**src/rtl/first_nios2_system_sysid_checker_timeout.sv**
```systemverilog
// Stall counter for one Avalon read.
// Ports:
//   i_clk, i_rst_n : clock and asynchronous active-low reset
//   i_clear        : reload the count with zero (entry to a read state)
//   i_en           : count this cycle (read stalled by waitrequest)
//   o_expired      : this stalled cycle is the LIMIT-th one in a row
module first_nios2_system_sysid_checker_timeout #(
  parameter int unsigned LIMIT = 255
) (
  input  logic i_clk,
  input  logic i_rst_n,
  input  logic i_clear,
  input  logic i_en,
  output logic o_expired
);

  localparam logic [15:0] LIMIT_M1 = 16'(LIMIT - 1);

  logic [15:0] r_count;

  // Expiry is flagged combinationally on the LIMIT-th stalled cycle so the
  // FSM can drop the read at the end of that same cycle.
  assign o_expired = i_en && (r_count == LIMIT_M1);

  // Stall count: reload on clear, increment while stalled.
  always_ff @(posedge i_clk or negedge i_rst_n) begin
    if (!i_rst_n) begin
      r_count <= 16'd0;
    end else if (i_clear) begin
      r_count <= 16'd0;
    end else if (i_en) begin
      r_count <= r_count + 16'd1;
    end else begin
      r_count <= r_count;
    end
  end

endmodule

```
**config.mk**
```make
export PLATFORM = sky130hd
export DESIGN_NAME = first_nios2_system_sysid_checker_timeout
export DESIGN_NICKNAME = d
export VERILOG_FILES = /design/src/rtl/first_nios2_system_sysid_checker_timeout.sv
export SDC_FILE = /design/constraint.sdc
export NUM_CORES = 1
export LEC_CHECK = 0
export CORE_MARGIN = 4
export CORE_UTILIZATION = 25
export DETAILED_ROUTE_END_ITERATION = 10
export GPL_TIMING_DRIVEN = 0
export PLACE_DENSITY = 0.49
export SYNTH_ARGS = -nofsm -noshare
export SYNTH_HDL_FRONTEND = slang
export SYNTH_SLANG_ARGS = --single-unit
```
**constraint.sdc**
```tcl
create_clock -name i_clk -period 1.8 [get_ports i_clk]
set_input_delay 0.27 -clock i_clk [delete_from_list [all_inputs] [get_ports i_clk]]
set_output_delay 0.27 -clock i_clk [all_outputs]
set_load 0.05 [all_outputs]
```
# [Word-level counts from Yosys, hierarchy flattened]
# Cells that the tools add are included.
[classes] addsub=1 n_eq_ne=1 mux=2 reduce_logical=2
[ops] cell="$mux W16" n=2
[ops] cell="$add A16 B1 Y16 const B" n=1
[ops] cell="$eq A16 B8 Y1 const B" n=1
[ops] cell="$reduce_bool A2 Y1" n=1
[ops] cell="$logic_and A1 B1 Y1" n=1
[word_totals] ff_bits=16 inputBits=4 elab_cells=7

# [Depth between registers and ports, before layout]
# Gate-level depths: netlist of run 1.
[logic_depth] depth_word=3 depth_mapped=5 ltp_nobuf=5

# [Least setup slack after synthesis of run 1]
# No wires, ideal clock.
[synth_path] path_kind="reg-to-output" startpoint="register r_count[0]" endpoint="output o_expired" arrival_time_ns=1.990 setup_slack_ns=-0.460 path_stages_with_launch=6 path_buffers=0 cell_sequence="dfrtp_1 inv_1 ha_1 nor4bb_1 nand4_1 nor3_1"
[synth_via] elab_chain_len=2
[synth_lines] item="from (decl)" line="19" text="logic [15:0] r_count;"
[synth_lines] item="from (signal assigned)" line="32" text="r_count <= r_count + 16'd1;"
[synth_lines] item="from (signal assigned)" line="34" text="r_count <= r_count;"
[synth_lines] item="$eq A16 B8 Y1" line="23" text="assign o_expired = i_en && (r_count == LIMIT_M1);"
[synth_lines] item="$logic_and A1 B1 Y1" line="23"
[synth_lines] item="to (decl)" line="14" text="output logic o_expired"
# Every way passes these cells.

# [Worst setup path after layout of run 1]
[layout_path] startpoint="register r_count[8]" endpoint="output o_expired"
# Same word-level chain as after synthesis.

==> metrics.md, run 1 <==
| Metric | Value |
|---|---|
| Top-area cell type share of the netlist area | 46.3% |
| Core area | 3340 um2 |
| WL/cell | 12.4 um |
| Crit-path cells | or4_4 > nor3_4 > buf_6 |
| Worst stage delay on the critical path | approximately 0.55 ns |
| Final std cells w/o fill | roughly 150 |
| Largest regs | r_count: 16 flops |
| Die area | about 4500 um2 |
| Netlist Area Pre-Place | 865 um2 |
| Outcome | finished with violations |
| RSZ-0062 raised after global routing | yes |
| Vias in the first global route | roughly 700 |
| Placed cells | between 100 and 150 |
| Area of the multi-input gates | ~460 um2 |
| Fill count | 372 |
| TritonCTS clock tree | built |
| Final GP Congestion | 0.795 |
| Skew-Pair Late Insertion Delay | about 0.28 ns |
| CTS buffer count | 3 |
| Worst reg-to-reg path cell count | 6 |
| Count of pins over their slew limit | 0 |
| Final hold vios | 0 |
| Syn nets | 96 |
| Post-Synthesis Cells | 90 |
| Post-Route Hold Slack | around 0.3 ns |
| Initial Util | between 20% and 30% |
| # IOs | 5 |
| Crit Reg-Reg Endpoint | r_count[14] |
| DRC viols | 0 |
| Antenna violations before repair | 0 |
| Root Driver | clkbuf_4 |
| Starting DRT DRC Count | 15 |
| Fin nets | roughly 110 |
| Antenna Cells | 0 |
| Seq/Total Area, Yosys | a little under half |
| Yosys synthesis warning count | 0 |
| WP buf/inv | 1 |
| Row count | 21 |
| Post-route minimum period | about 1.9 ns |
| Sequential Area | 400 um2 |
| Worst slew margin | around half |
| Number of max-cap violations | 0 |
| RR Startpoint | r_count[0] |
| Worst slack at placement | -0.563 ns |
| Crit path DAT | 1.61 ns |
| Routed via count | 666 |
| HP Class | input pin to flop |
| Hold-fix buffers, CTS | 0 |
| Remaining antenna violation count | 0 |
| Reg clk slew, reported paths | around 0.1 ns |
| Worst-Margin Slew | between 0.7 and 0.8 ns |
| CTS max path bufs | 2 |
| Max FO, Critical Path | 2 |
| Worst path required time | ~1.5 ns |
| Die H | approximately 67 um |
| Worst min-delay path endpoint | r_count[1] |
| Pin count of the biggest net entering global routing | 17 |
| First-pass GRT wire length | between 3000 and 4000 um |
| Setup_tns | -0.0769 ns |
| Largest register FFs | 16 |
| Synth Register Bits | 16 |
| Final WL | roughly 1800 um |
| PortBufs | 3 |
| Worst vdd ir | about 0.12 mV |
| H-tree depth | 1 |
| Final Cycle Share | 104% |
| Power Density | 632 nW/um2 |
| Clock sink count | 16 |
| Worst path slowest cell | or4_4 |
| First-pass DRT Iterations | 4 |
| Cell taking the most area after synthesis | dfrtp_1 |
| Total GRT Usage | a little under a tenth |
| Ranking of synthesized cells by area | dfrtp_1 (46%), xnor2_1 (8.1%), nor2_1 (6.9%) |
| Layout Utilization | 31.7% |
| Layout area overhead | 22.3% |
| Largest delay share family, worst path | simple AND/OR/NAND/NOR gates |
| Vias per cell | roughly 4.5 |
| Worst setup path category | flop to primary output |
| Final setup vio count | 1 |
| Failing checks | setup timing |
| Hold Startpoint | i_en |
| Setup crit end kind | primary output |
| Reg-to-reg slack, setup | ~0.21 ns |
| Post-Synthesis Mean Instance Area | slightly below 10 um2 |
| CP startpoint kind | flop |
| Layout cells sized above 1 | about 22% |
| Leakage | between 0.4 and 0.5 nW |
| Largest Register | r_count |
| Fmax | ~530 MHz |
| Setup Skew | 0.00252 ns |
| Netlist cell types | 27 |
| Total gr overflow | 0 |
| Die Span X | about 67 um |
| Hold Path Stages | 2 |
| Placed wire-length estimate | between 1000 and 1500 um |
| Setup slack after layout | -0.0769 ns |
## layout make-up
cell class / instances / area share, %
multi-input combinational: 66 / 43.4
sequential: 16 / 37.9
timing repair buffer: 8 / 6.51
tap: 46 / 5.44
clock buffer: 4 / 3.43
inverter: 5 / 1.78
buffer: 3 / 1.54
## cells in the mapped netlist, drive strengths merged
master,count
dfrtp,16
nor2,16
xnor2,8
nor3,6
inv,5
nand4,5
nand2,4
a21oi,3
nand3,3
nor4,3
buf,2
ha,2
mux2,2
nor2b,2
o21ai,2
or3,2
xor2,2
a211oi,1
a31o,1
clkbuf,1
nor4bb,1
o2111ai,1
o211ai,1
or4,1
## cell families (layout without fill, tap and decap cells)
group           Yosys count  in the layout  share of synthesized area, %
buf+inv                   8             20                          4.05
xor+xnor                 10             10                          10.1
fa+ha+maj                 2              2                          2.89
compound gates            9              9                          7.96
simple gates             43             43                          26.0
mux                       2              2                          2.60
flops                    16             16                          46.3
## per-layer routing
layer	track usage [%]	vias up	share of wire, %
met5	0	-	0
met4	4.06	0	1.0
met3	2.36	2	3.5
met2	15.7	8	47
met1	11.0	320	49
li1	-	336	-
## stage by stage
| step | power (mW) | instance area (um2) |
|---|---|---|
| after floorplan | 0.401 | 876 |
| after global placement | 0.420 | 963 |
| after detailed placement | 0.421 | 963 |
| after CTS | 0.671 | 1050 |
| after global routing | 0.698 | 1060 |
| final | 0.668 | 1060 |
## what timing repair did
item / in CTS / in global routing
resized for setup: 9 / 1
pin swaps: 2 / 1
setup buffers: 5 / 0
setup endpoints to repair: 1 / 1
## report_power, final
group          switching (mW)  internal, mW
Sequential            0.00335         0.364
Clock                   0.123         0.123
Combinational          0.0314        0.0232
Total                   0.157         0.510
## layout by cell type, fill, tap and decap left out
cell	synthesis	layout
a21oi_1	3	3
clkbuf_4	0	3
nor4_1	2	2
nor3_4	0	1
o21ai_0	2	2
a211oi_1	1	1
nor2_1	16	16
ha_1	2	2
buf_6	0	1
nor3_1	6	5
buf_2	1	1
nand4_1	4	4
mux2_2	2	2
xnor2_1	8	8
clkdlybuf4s50_1	0	2
inv_1	5	5
nand3_1	3	3
or3_1	2	2
nand2_1	4	4
o211ai_2	1	1
nor4_2	1	1
buf_4	1	6
o2111ai_2	1	1
nor2b_1	2	2
clkbuf_8	0	1
a31o_2	1	1
nand4_2	1	1
nor4bb_4	0	1
clkbuf_1	1	1
dfrtp_1	16	16
or4_4	0	1
xor2_1	2	2
## how the worst max path moves through the flow
stage	from	to	cells after the start
global placement	r_count[0]	o_expired	6
finish	r_count[8]	o_expired	3
global route	r_count[0]	o_expired	6
detailed placement	r_count[0]	o_expired	6
floorplan	r_count[0]	o_expired	5
CTS	r_count[8]	o_expired	3
Note: power is estimated with default switching activity, not from simulation.
==> run 2: changes to the inputs <==
CTS_BUF_LIST = sky130_fd_sc_hd__clkbuf_4   (was unset)
GPL_TIMING_DRIVEN = unset   (was 0)
==> run 2 against run 1 <==
Net effect: clock-buffer cell count decreased by 1; sequential cell count unchanged; fmax fell by 0.38%; worst setup slack got worse by 0.0071 ns; total power fell by 8.1%; the flow still finishes with violations (setup timing); global-route usage up 0.75 points; register-to-register slack about the same.
==> metrics.md, run 2 (synthesized netlist as in run 1, its figures left out) <==
| Metric | Value |
|---|---|
| First-pass GRT wire length | 3330 um (+9.5%) |
| Reg clk slew, reported paths | 0.09 ns (about the same) |
| Max FO, Critical Path | 2 (unchanged) |
| Number of max-cap violations | 0 (unchanged) |
| Post-Route Hold Slack | 0.298 ns (-0.00322 ns) |
| CTS buffer count | 3 (unchanged) |
| Worst slack at placement | -0.124 ns (+0.439 ns) |
| Skew-Pair Late Insertion Delay | 0.29 ns (about the same) |
| Most frequent cells in the layout | nor2_1 (16), dfrtp_1 (16), buf_4 (11) |
| Total GRT Usage | 10.0% (+0.75 points) |
| Remaining antenna violation count | 0 (unchanged) |
| Count of pins over their slew limit | 0 (unchanged) |
| Placed wire-length estimate | 1250 um (+0.17%) |
| Total gr overflow | 0 (unchanged) |
| Final GP Congestion | 0.801 (+0.70%) |
| Worst path slowest cell | or4_4 |
| Pin count of the biggest net entering global routing | 17 (unchanged) |
| Clock sink count | 16 (unchanged) |
| Leakage | 0.429 nW (+3.9%) |
| Layout Utilization | 32.7% (+1.0 points) |
| TritonCTS clock tree | built |
| Worst slew margin | 74.3% (+24 points) |
| DRC viols | 0 (unchanged) |
| Final setup vio count | 1 (unchanged) |
| Final Cell Area | 1090 um2 (+3.2%) |
| Routed via count | 676 (+1.5%) |
| Core area | 3340 um2 (unchanged) |
| Largest register FFs | 16 (unchanged) |
| Die H | 66.8 um (unchanged) |
| Final WL | 1730 um (-5.9%) |
| Worst-Margin Slew | 0.386 ns (-0.361 ns) |
| Largest Register | r_count |
| Initial Util | 25.9% (unchanged) |
| Largest regs | r_count: 16 flops |
| Power Density | 562 nW/um2 (-11%) |
| Worst stage delay on the critical path | 0.55 ns (about the same) |
| Layout cells sized above 1 | 23.8% (+2.2 points) |
| First-pass DRT Iterations | 4 (unchanged) |
| WL/cell | 11.4 um (-7.8%) |
| CTS max path bufs | 2 (unchanged) |
| Antenna Cells | 0 (unchanged) |
| Vias in the first global route | 701 (+0.29%) |
| Fmax | 531 MHz (-0.38%) |
| Die Span X | 66.8 um (unchanged) |
| Fin nets | 113 (+3.7%) |
| Layout area overhead | 26.2% |
| PortBufs | 4 (+1) |
| Outcome | finished with violations |
| Crit-path cells | or4_4 > nor3_4 > buf_12 |
| Fill count | 352 (-5.4%) |
| Worst path required time | 1.53 ns (about the same) |
| Crit path DAT | 1.61 ns (about the same) |
| Setup slack after layout | -0.0839 ns (-0.00707 ns) |
| Worst vdd ir | 0.161 mV (+31%) |
| # IOs | 5 (unchanged) |
| HP Class | input pin to asynchronous set/reset pin |
| WP buf/inv | 1 (unchanged) |
| Starting DRT DRC Count | 29 (+14) |
| Final hold vios | 0 (unchanged) |
| Dpl cell area | 1030 um2 (+7.4%) |
| Failing checks | setup timing |
| Die area | 4460 um2 (unchanged) |
| Antenna violations before repair | 0 (unchanged) |
| Final Cycle Share | 105% (+0.39 points) |
| RSZ-0062 raised after global routing | yes |
| Vias per cell | 4.48 (-0.52%) |
| Setup Skew | 0.00172 ns (-0.000797 ns) |
| H-tree depth | 1 (unchanged) |
| CP startpoint kind | flop |
| Post-route minimum period | 1.88 ns (+0.00707 ns) |
| Sequential Area | 400 um2 (unchanged) |
| Setup crit end kind | primary output |
| Largest delay share family, worst path | simple AND/OR/NAND/NOR gates |
| Root Driver | clkbuf_4 |
| Worst setup path category | flop to primary output |
| Row count | 21 (unchanged) |
| Area of the multi-input gates | 459 um2 (unchanged) |
-- run 2: cell types whose count changed in the layout (fill, tap and decap cells not counted) --
| cell | before | now |
|---|---|---|
| clkbuf_8 | 1 | 0 |
| clkdlybuf4s50_1 | 2 | 3 |
| buf_12 | 0 | 1 |
| buf_6 | 1 | 0 |
| buf_2 | 1 | 0 |
| buf_4 | 6 | 11 |
| clkbuf_1 | 1 | 0 |
-- run 2: worst paths after layout --
check,slack [ns],endpoint,start,depth (start not counted)
setup / recovery,-0.08,o_expired,r_count[9],3
max in group asynchronous,1.32,r_count[11],i_rst_n,2
hold reg to reg,0.58,r_count[7],r_count[7],2
hold / removal,0.30,r_count[2],i_rst_n,2
setup reg to reg,0.22,r_count[14],r_count[1],6
min in group i_clk,0.58,r_count[7],r_count[7],2
-- run 2: worst reg2reg max path, stage by stage, from the launching register on --
cell       delay (ns)
dfrtp_1          0.36
buf_4            0.13
ha_1             0.17
o2111ai_2        0.24
nor4_2           0.36
xnor2_1          0.16
nor2_1           0.05
-- run 2: metal layers --
metal	wire, um	track usage [%]	vias up	part of all wire [%]
met1	819	13.1	320	47
met3	69	2.19	4	4.0
met4	60	5.33	0	3.5
met2	778	15.3	8	45
li1	-	-	344	-
met5	0	0	-	0
-- run 2: metrics by stage --
stage                     setup TNS, ns  cells  power (mW)
final                           -0.0839    151       0.613
after CTS                       -0.0891    151       0.620
after detailed placement         -0.141    146       0.432
after floorplan                       0     90       0.401
after global routing             -0.166    151       0.650
after global placement           -0.166    146       0.430
-- run 2: cell type report --
class / count / area share [%]
Clock buffer: 3 / 2.06
Inverter: 5 / 1.72
Multi-Input combinational cell: 66 / 42.1
Sequential cell: 16 / 36.7
Tap cell: 46 / 5.28
Timing Repair Buffer: 15 / 12.2
-- run 2: timing repair --
| item | 4_1_cts | 5_1_grt |
|---|---|---|
| pin swaps | 3 | 0 |
| buffers inserted | 2 | 0 |
| setup endpoints to repair | 1 | 1 |
| hold buffers | 0 | 0 |
| resized for setup | 2 | 1 |
-- run 2: power breakdown --
part / switching [mW] / total (mW) / internal [mW]
Clock: 0.110 / 0.187 / 0.0778
Sequential: 0.00333 / 0.367 / 0.364
Combinational: 0.0305 / 0.0587 / 0.0281
Total: 0.143 / 0.613 / 0.470
